**src/rtl/booth_mult.sv**
```systemverilog
// Sequential signed multiplier, radix-2 Booth recoding, one iteration per clock.
// Latency: WIDTH edges from the start edge to hi/lo valid with a one-cycle done pulse.
// No backpressure: start is accepted on any edge and aborts/reloads an operation in flight.
module booth_mult #(
    parameter int WIDTH = 32
) (
    input  logic             clk,
    input  logic             reset,
    input  logic             start,
    input  logic [WIDTH-1:0] srcA,
    input  logic [WIDTH-1:0] srcB,
    output logic             busy,
    output logic             done,
    output logic [WIDTH-1:0] hi,
    output logic [WIDTH-1:0] lo
);

    localparam int CW = $clog2(WIDTH + 1);
    localparam logic [CW-1:0] CNT_INIT = CW'(WIDTH);
    localparam logic [CW-1:0] CNT_ONE  = CW'(1);

    typedef enum logic {IDLE, RUN} state_t;

    state_t           state_q, state_d;
    logic [CW-1:0]    cnt_q, cnt_d;
    logic [WIDTH:0]   m_q, m_d;
    logic [WIDTH:0]   a_q, a_d;
    logic [WIDTH-1:0] q_q, q_d;
    logic             q1_q, q1_d;
    logic [WIDTH-1:0] hi_q, hi_d;
    logic [WIDTH-1:0] lo_q, lo_d;
    logic             done_q, done_d;

    logic [WIDTH:0]   a_add;
    logic [WIDTH:0]   a_sh;
    logic [WIDTH-1:0] q_sh;
    logic             last_iter;

    // State register and all datapath flops; reset wins over everything
    always_ff @(posedge clk) begin
        if (reset) begin
            state_q <= IDLE;
            cnt_q   <= '0;
            m_q     <= '0;
            a_q     <= '0;
            q_q     <= '0;
            q1_q    <= 1'b0;
            hi_q    <= '0;
            lo_q    <= '0;
            done_q  <= 1'b0;
        end else begin
            state_q <= state_d;
            cnt_q   <= cnt_d;
            m_q     <= m_d;
            a_q     <= a_d;
            q_q     <= q_d;
            q1_q    <= q1_d;
            hi_q    <= hi_d;
            lo_q    <= lo_d;
            done_q  <= done_d;
        end
    end

    // Next state: start always (re)enters RUN, the last iteration drops back to IDLE
    always_comb begin
        state_d = state_q;
        if (start) begin
            state_d = RUN;
        end else if (state_q == RUN && cnt_q == CNT_ONE) begin
            state_d = IDLE;
        end
    end

    // FSM outputs
    always_comb begin
        busy = (state_q == RUN);
    end

    // Booth step: add/subtract M per {Q[0], q_1}, then arithmetic shift of {A, Q, q_1}
    always_comb begin
        case ({q_q[0], q1_q})
            2'b01:   a_add = a_q + m_q;
            2'b10:   a_add = a_q - m_q;
            default: a_add = a_q;
        endcase
        a_sh      = {a_add[WIDTH], a_add[WIDTH:1]};
        q_sh      = {a_add[0], q_q[WIDTH-1:1]};
        last_iter = (state_q == RUN) && !start && (cnt_q == CNT_ONE);
    end

    // Datapath next values: load on start, iterate in RUN, publish result only on a clean completion
    always_comb begin
        cnt_d  = cnt_q;
        m_d    = m_q;
        a_d    = a_q;
        q_d    = q_q;
        q1_d   = q1_q;
        hi_d   = hi_q;
        lo_d   = lo_q;
        done_d = 1'b0;
        if (start) begin
            m_d   = {srcA[WIDTH-1], srcA};
            a_d   = '0;
            q_d   = srcB;
            q1_d  = 1'b0;
            cnt_d = CNT_INIT;
        end else if (state_q == RUN) begin
            a_d   = a_sh;
            q_d   = q_sh;
            q1_d  = q_q[0];
            cnt_d = cnt_q - CNT_ONE;
            if (last_iter) begin
                // the extra sign bit of A is redundant here and is dropped
                hi_d   = a_sh[WIDTH-1:0];
                lo_d   = q_sh;
                done_d = 1'b1;
            end
        end
    end

    assign done = done_q;
    assign hi   = hi_q;
    assign lo   = lo_q;

endmodule

```
**config.mk**
```make
export PLATFORM = sky130hd
export DESIGN_NAME = booth_mult
export DESIGN_NICKNAME = d
export VERILOG_FILES = /design/src/rtl/booth_mult.sv
export SDC_FILE = /design/constraint.sdc
export NUM_CORES = 1
export LEC_CHECK = 0
export ABC_AREA = 1
export CELL_PAD_IN_SITES_DETAIL_PLACEMENT = 1
export CELL_PAD_IN_SITES_GLOBAL_PLACEMENT = 1
export CORE_AREA = 2 2 185 187
export DETAILED_ROUTE_END_ITERATION = 12
export DIE_AREA = 0 0 187 189
export PLACE_DENSITY_LB_ADDON = 0.25
export SKIP_LAST_GASP = 1
export SYNTH_ARGS = -nofsm -noshare
export SYNTH_HDL_FRONTEND = slang
export SYNTH_SLANG_ARGS = --single-unit
```
**constraint.sdc**
```tcl
create_clock -name clk -period 3 [get_ports clk]
set_input_delay 0.75 -clock clk [delete_from_list [all_inputs] [get_ports clk]]
set_output_delay 0.75 -clock clk [all_outputs]
set_load 0.01 [all_outputs]
```
### After elaboration in Yosys (flattened, before gate mapping)

Index checks and enable logic that the tools add are counted.

* flip-flop bits (word level): 169
* output and inout bits: 66

* reductions and logical operators: 9
* muxes and demuxes: 8
* eq/ne operators: 3
* bitwise gates (word level): 2
* add/subtract/negate cells: 3

Operators with widths (count)
* one-hot mux 33 bit (2 select lines): 1
* 2-to-1 mux 32 bit: 2
* adder 32 x 32 -> 33 bit: 1
* subtractor 32 x 32 -> 33 bit: 1
* 2-to-1 mux 6 bit: 2
* == test 6 x 1 -> 1 bit (second input constant): 1
* subtractor 6 x 1 -> 6 bit (second input constant): 1
* nonzero test 2 bit: 2
* logical AND 1 bit: 3
* 2-to-1 mux 1 bit: 3
* AND reduction 3 bit: 1
* OR reduction 3 bit: 1
* == test 2 x 1 -> 1 bit (second input constant): 1
* == test 2 bit (second input constant): 1
* inverter 1 bit: 2
* OR reduction 2 bit: 1
* zero test 1 bit: 1

### Depth between registers and ports, before layout

Gate-level depths: netlist of run 1.

* depth in word-level cells: 4
* depth in mapped cells: 26
* gate-level depth less buffers: 26

### Least setup slack after synthesis of run 1

No wires, ideal clock.

* path kind: register -> register
* start: register q1_q
* end: register hi_q[13] (netlist: hi[13])
* setup slack: 0.192 ns
* stages on the path, launching flop included: 20
* clock period less this slack: 2.808 ns
* library setup time: 0.113 ns
* path buffers: 1
* arrival time: 2.695 ns
* cell sequence: dfxtp_1 -> inv_1 -> ha_1 -> inv_2 -> clkbuf_1 -> nand2_1 -> xor2_1 -> inv_1 -> ha_1 -> or2_1 -> and2_4 -> nand2_2 -> nand2_2 -> nand2_1 -> nand2_2 -> or2_1 -> nand3_2 -> o21ai_2 -> o21ai_1 -> inv_1

* cells in the longest elaborated chain, start to end: 2
* elaborated cells on any way between the ends: 3

Ends and longest elaborated chain
* start, declared: line 29 `logic q1_q, q1_d;`
* start signal, assigned: line 57 `q1_q <= q1_d;`
* == test 2 bit / == test 2 x 1 -> 1 bit (equally long branches): line 81 `case ({q_q[0], q1_q})`
* one-hot mux 33 bit (2 select lines) *: line 81
* end signal, assigned: line 58 `hi_q <= hi_d;`
* end, declared: line 30 `logic [WIDTH-1:0] hi_q, hi_d;`

Every way passes the cells marked *; elsewhere a longest branch is shown, timed or not.
A chain may end at the register's enable or synchronous reset.

### Final worst setup path of run 1

* start: register m_q[0]
* end: register hi_q[30] (netlist: hi[30])

* cells in the longest elaborated chain, start to end: 2
* elaborated cells on any way between the ends: 3

Ends and longest elaborated chain
* start, declared: line 26 `logic [WIDTH:0] m_q, m_d;`
* start signal, assigned: line 54 `m_q <= m_d;`
* subtractor 32 x 32 -> 33 bit / adder 32 x 32 -> 33 bit (equally long branches): line 83, 82
* one-hot mux 33 bit (2 select lines) *: line 81

Marked as above.

==> results of run 1 <==
## report_power, final
| group | switching [mW] | internal [mW] |
|---|---|---|
| sequential | 0.0801 | 2.33 |
| combinational | 0.966 | 0.740 |
| clock | 1.07 | 1.37 |
| total | 2.12 | 4.44 |
## through the flow
step                      area, µm²  std cells  power, mW
after floorplan                9923       1551      3.211
after global placement        12430       2186      3.793
after detailed placement      12430       2186      3.821
after CTS                     13550       2223      6.374
after global routing          14450       2237      6.854
final                         14450       2237      6.552
## layout by cell type, fill, tap and decap left out, types with 4 or more instances in the layout
cell,instances
buf_6,8
ha_4,20
nand3_2,24
clkbuf_16,17
nand2_1,242
a22oi_1,17
nor2_4,20
xor2_2,5
a21oi_2,27
ha_1,14
nand3b_1,9
nand3_1,49
dfxtp_2,4
a21oi_4,5
buf_4,127
or2_2,4
a211oi_1,5
nor3_2,7
o21ai_0,135
or2_1,5
clkdlybuf4s50_1,131
nand2_2,46
o211ai_1,10
nand4_1,9
nor3_1,6
nor2_1,201
dfxtp_1,165
nand2_4,18
inv_1,237
o21ai_1,18
xnor2_1,11
inv_2,19
xor2_1,16
inv_6,4
inv_4,5
nor2_2,18
o21ai_2,11
a21oi_1,72
## cell families (layout without fill, tap and decap cells)
family | count (synthesis) | after routing | share of synthesized area (%)
adder cells (fa/ha/maj) | 37 | 37 | 4.741
buffers and inverters | 323 | 561 | 12.50
flip-flops | 169 | 169 | 34.09
AND/OR/NAND/NOR | 669 | 669 | 28.14
XOR/XNOR | 36 | 36 | 3.177
AO/OA/AOI/OAI | 317 | 317 | 17.35
## tightest hold or removal path: stages, from the launching register on
cell	delay, ns
dfxtp_1	0.31
nand2_1	0.06
a21oi_1	0.05
## worst paths after layout
kind | start | endpoint | slack [ns] | cells past startpoint
min | hi[0]$_SDFFE_PP0P_ | hi[0]$_SDFFE_PP0P_ | 0.47 | 2
min reg2reg | hi[0]$_SDFFE_PP0P_ | hi[0]$_SDFFE_PP0P_ | 0.47 | 2
max | m_q[0]$_SDFFE_PP0P_ | hi[30]$_SDFFE_PP0P_ | -0.20 | 22
max reg2reg | m_q[0]$_SDFFE_PP0P_ | hi[30]$_SDFFE_PP0P_ | -0.20 | 22
## area by class of cell
type / count / share of cell area [%]
Clock buffer: 20 / 3.092
Clock inverter: 12 / 1.221
Inverter: 261 / 6.868
Multi-Input combinational cell: 1059 / 45.02
Sequential cell: 169 / 23.45
Tap cell: 448 / 3.880
Timing Repair Buffer: 268 / 16.47
## flip-flops by register name, indices dropped and copies added, names as in the netlist
| name | flops |
|---|---|
| lo | 32 |
| a_q | 32 |
| hi | 32 |
| q_q | 32 |
| m_q | 32 |
| busy | 1 |
| cnt_q | 6 |
| q1_q | 1 |
| done | 1 |
## metal layers
layer | track usage [%] | vias to the layer above | wire length (µm)
met5 | 0 | - | 0
met4 | 6.410 | 0 | 812
met3 | 4.634 | 37 | 1517
met2 | 35.47 | 147 | 17990
met1 | 24.25 | 5031 | 16360
li1 | - | 5349 | -
## repair_timing
action	4_1_cts	5_1_grt
setup buffers	6	16
pin swaps	38	84
gates cloned	0	0
resized for setup	119	191
setup endpoints to repair	48	54
==> impl_metrics.toml, run 1 <==
[place]
place_congestion = 0.8308
dp_hpwl_um = 26450
pre_cts_ws_ns = -0.3797
io_buffers = 132

[grt]
grt_max_degree = 59
grt_pass1_wl_um = 56900
grt.total_usage_pct = 20.14
grt_antenna_before_repair = 1
overflow = 0
grt_pass1_vias = 10830

[yosys]
synthTopCellsByArea = "dfxtp_1 34%, nand2_1 11%, inv_1 9.6%"
ys_async_sr_fraction_pct = 0
synth-edff-count = 0
yosys_warnings = 0
seq_area_frac_synth_pct = 34.09
synth_common_cells = "301 x nand2_1, 254 x inv_1, 232 x nor2_1"
yosys_register_bits = 169
synth.most_common_cell = "nand2_1"
syn_avg_cell_area_um2 = 6.398
synth_area_mm2 = 0.009923
yosys.area.top_type = "dfxtp_1"
syn_nets = 1655
synthCells = 1551
ys.flop_type = "dfxtp_1"
synth_top_area_share_pct = 34.09
ys_types = 42

[sta]
layout_setup_ws_ns = -0.1974
max_freq_mhz = 312.8
slew_violations = 0
tns_ns = -1.748
fin_skew_ns = 0.01188
period_share_pct = 106.6
rsz0062_at_grt = "yes"
worst-slew-pin-transition_ns = 0.6061
slew-limit-headroom_pct = 59.60
final_hold_viol_count = 0
fin_crit_ns = 3.197
setup_viol = 22
holdWs_ns = 0.4681

[pwr]
irDropWorstVdd_mv = 0.3136
p_leak_nw = 6.686
p_per_area_mw_per_mm2 = 453.5

[hold_path]
worstHoldPathType = "reg2reg"

[cts]
cts_buffers = 17
clkTransAtPathRegs_ns = 0.07
cts_tree = "done"
cts_max_level = 4
cts_sinks = 169
clkLatencyLatePin_ns = 0.45
clock_path_buffers = 2
ctsHoldBuffers = 0
clock-root-buffer = "clkbuf_16"

[floorplanning]
core_mm2 = 0.03328
ios = 133
die_w_um = 187
start_util_pct = 29.82
dieArea_mm2 = 0.03534
rows = 67
die-height_um = 189

[finish]
finish.utilization_pct = 43.41
area_delta_synth_final_pct = 45.59
finalNetCount = 1880
regArea_mm2 = 0.003388
drive_above_1_share_pct = 23.59
fillers = 4203
num_antenna_cells = 0
multi_input_area_mm2 = 0.006504

[setup_path]
cp_top_family = "simple AND/OR/NAND/NOR gates"
critical_path_required_ns = 3.35
worstPathArrival_ns = 3.55
worstPathCellList = "inv_4 > nand3_4 > nor2_4 > nand4_4 > nor2_4 > nand2_2 > o21ai_4 > nand2_4 > nor2_4 > xor2_4 > ha_4 > nand2_4 > nor2_4 > nand2_2 > nor3_2 > nand2_1 > nand2_1 > nand2_1 > nand3_2 > nand3_2 > nand2_1 > inv_1"
endpoint_kind = "flop"
critical_path.max_stage_delay_ns = 0.35
worstPathMaxFanout = 4
critPathBufInv = 2
critPathLaunchType = "flop"
crit_slowest_cell = "ha_4"
critPathKind = "reg2reg"

[outcome]
violations = "setup timing"
status = "complete, but fails checks"

[route]
wl_um = 36680
drt_drc_violations_left = 0
wl_per_cell_um = 16.40
drtIter0Drc = 403
via_per_inst = 4.722
drtAntennaViolNets = 0
dr.pass1.iters = 4
vias = 10560

[run]
drv_cap = 0
No activity file was read; power rests on OpenSTA's default activity.
==> run 2, diff against run 1 <==
--- a/config.mk
+++ b/config.mk
@@ -11,7 +11,8 @@
 export CORE_AREA = 2 2 185 187
 export DETAILED_ROUTE_END_ITERATION = 12
 export DIE_AREA = 0 0 187 189
-export PLACE_DENSITY_LB_ADDON = 0.25
+export PLACE_DENSITY_LB_ADDON = 0.1
+export SETUP_SLACK_MARGIN = 0.4
 export SKIP_LAST_GASP = 1
 export SYNTH_ARGS = -nofsm -noshare
 export SYNTH_HDL_FRONTEND = slang
==> impl_metrics.toml, run 2 (synthesis results as in run 1) <==
[sta]
slew-limit-headroom_pct = 60.70
layout_setup_ws_ns = -0.1507
fin_skew_ns = 0.01205
final_hold_viol_count = 0
fin_crit_ns = 3.151
tns_ns = -0.8279
rsz0062_at_grt = "yes"
slew_violations = 0
holdWs_ns = 0.4717
max_freq_mhz = 317.4
worst-slew-pin-transition_ns = 0.5894
setup_viol = 21
period_share_pct = 105.0

[place]
place_congestion = 0.8414
io_buffers = 132
dp.cells = 2210
pre_cts_ws_ns = -0.3627
dp_hpwl_um = 26840
postPlaceCellArea_mm2 = 0.01271

[setup_path]
critPathLaunch = "m_q[0]$_SDFFE_PP0P_"
critPathLaunchType = "flop"
reg2reg_depth = 22
worstPathMaxFanout = 4
endpoint_kind = "flop"
worstPathArrival_ns = 3.50
critical_path_required_ns = 3.35
r2r_start = "m_q[0]$_SDFFE_PP0P_"
critPathKind = "reg2reg"

[finish]
area_delta_synth_final_pct = 55.62
final_cell_mix = "223 x inv_1, 217 x nand2_1, 191 x nor2_1, 162 x dfxtp_1, 156 x buf_4"
layout_commonest_cell = "inv_1"
finish.utilization_pct = 46.40
fin_area_mm2 = 0.01544
fin_cells = 2289
finalNetCount = 1931
drive_above_1_share_pct = 30.33

[route]
dr.pass1.iters = 4
drtIter0Drc = 355
via_per_inst = 4.739
vias = 10850
wl_per_cell_um = 16.64
drtAntennaViolNets = 0
drt_drc_violations_left = 0
wl_um = 38100

[pwr]
p_leak_nw = 7.143
p_per_area_mw_per_mm2 = 430.2
irDropWorstVdd_mv = 0.4056
power_mw = 6.643

[floorplanning]
core_mm2 = 0.03328
ios = 133
dieArea_mm2 = 0.03534
rows = 67
die_w_um = 187
start_util_pct = 29.82
die-height_um = 189

[grt]
overflow = 0
grt_pass1_wl_um = 59620
grt_antenna_before_repair = 3
grt_pass1_vias = 11300
grt.total_usage_pct = 21.17
grt_max_degree = 65

[cts]
clkLatencyLatePin_ns = 0.45
clkTransAtPathRegs_ns = 0.07
cts_tree = "done"
cts_max_level = 4
clock_path_buffers = 2
clock-root-buffer = "clkbuf_16"
cts_sinks = 169
cts_buffers = 17

[hold_path]
min_from = "hi[1]$_SDFFE_PP0P_"
hold_path_depth = 2
worstHoldPathType = "reg2reg"

[outcome]
violations = "setup timing"
status = "complete, but fails checks"

[run]
drv_cap = 0
-- run 2: cell types whose count changed in the layout (fill, tap and decap cells not counted), moves of 14 or more --
cell / before / now
nand2_4: 18 / 37
buf_6: 8 / 26
buf_4: 127 / 156
nand2_1: 242 / 217
inv_1: 237 / 223
o21ai_0: 135 / 121
-- run 2: final cells by class --
cell class / instances / area (µm²)
timing repair buffer: 319 / 2875
clock buffer: 21 / 470.5
clock inverter: 11 / 86.33
sequential: 169 / 3392
inverter: 261 / 999.7
multi-input combinational: 1059 / 7056
antenna: 1 / 2.502
tap: 448 / 560.5
fill: 4106 / 17840
-- run 2: per-layer routing --
metal	vias up	share of wire (%)	GRT usage (%)
li1	5463	-	-
met1	5186	43	25.59
met2	154	49	37.22
met3	42	4.8	5.653
met4	2	2.3	5.372
met5	-	0.018	0
-- run 2: path summary, 6_finish.rpt --
path                          endpoint  slack [ns]
setup / recovery  a_q[25]$_SDFFE_PP0P_       -0.15
hold / removal      hi[1]$_SDFFE_PP0P_        0.47
setup reg to reg  a_q[25]$_SDFFE_PP0P_       -0.15
hold reg to reg     hi[1]$_SDFFE_PP0P_        0.47
-- run 2: what timing repair did --
item | in CTS | in global routing
resized for setup | 264 | 193
cloned | 0 | 0
setup endpoints to repair | 58 | 58
hold buffers | 0 | 0
setup buffers | 14 | 32
pin swaps | 89 | 154
-- run 2: worst max-delay path: stages, from the launching register on --
cell and delay [ns]:
dfxtp_2 0.34, inv_4 0.07, nand3_4 0.09, nor2_4 0.12, nand4_4 0.10, nor2_4 0.15
nand2_2 0.10, o21ai_4 0.18, nand2_2 0.08, buf_4 0.16, xnor2_2 0.16, buf_4 0.16
ha_4 0.22, nand2_4 0.12, nor2_4 0.05, o21ai_0 0.21, nand2_1 0.13, a21oi_2 0.19
nand3_1 0.11, nand3_1 0.10, nand3_1 0.09, nand2_1 0.08, inv_1 0.03
-- run 2: power by group --
group,internal (mW),switching (mW),total (mW)
clock network,1.14,1.04,2.18
registers,2.33,0.0739,2.41
logic,0.933,1.13,2.06
==> run 3, diff against run 2 <==
--- a/config.mk
+++ b/config.mk
@@ -9,11 +9,13 @@
 export CELL_PAD_IN_SITES_DETAIL_PLACEMENT = 1
 export CELL_PAD_IN_SITES_GLOBAL_PLACEMENT = 1
 export CORE_AREA = 2 2 185 187
+export CTS_CLUSTER_DIAMETER = 120
 export DETAILED_ROUTE_END_ITERATION = 12
 export DIE_AREA = 0 0 187 189
 export PLACE_DENSITY_LB_ADDON = 0.1
 export SETUP_SLACK_MARGIN = 0.4
 export SKIP_LAST_GASP = 1
+export SLEW_MARGIN = 0
 export SYNTH_ARGS = -nofsm -noshare
 export SYNTH_HDL_FRONTEND = slang
 export SYNTH_SLANG_ARGS = --single-unit
==> results of run 3 <==
Same layout as run 2: the final DEF is identical, and so are final timing and power.
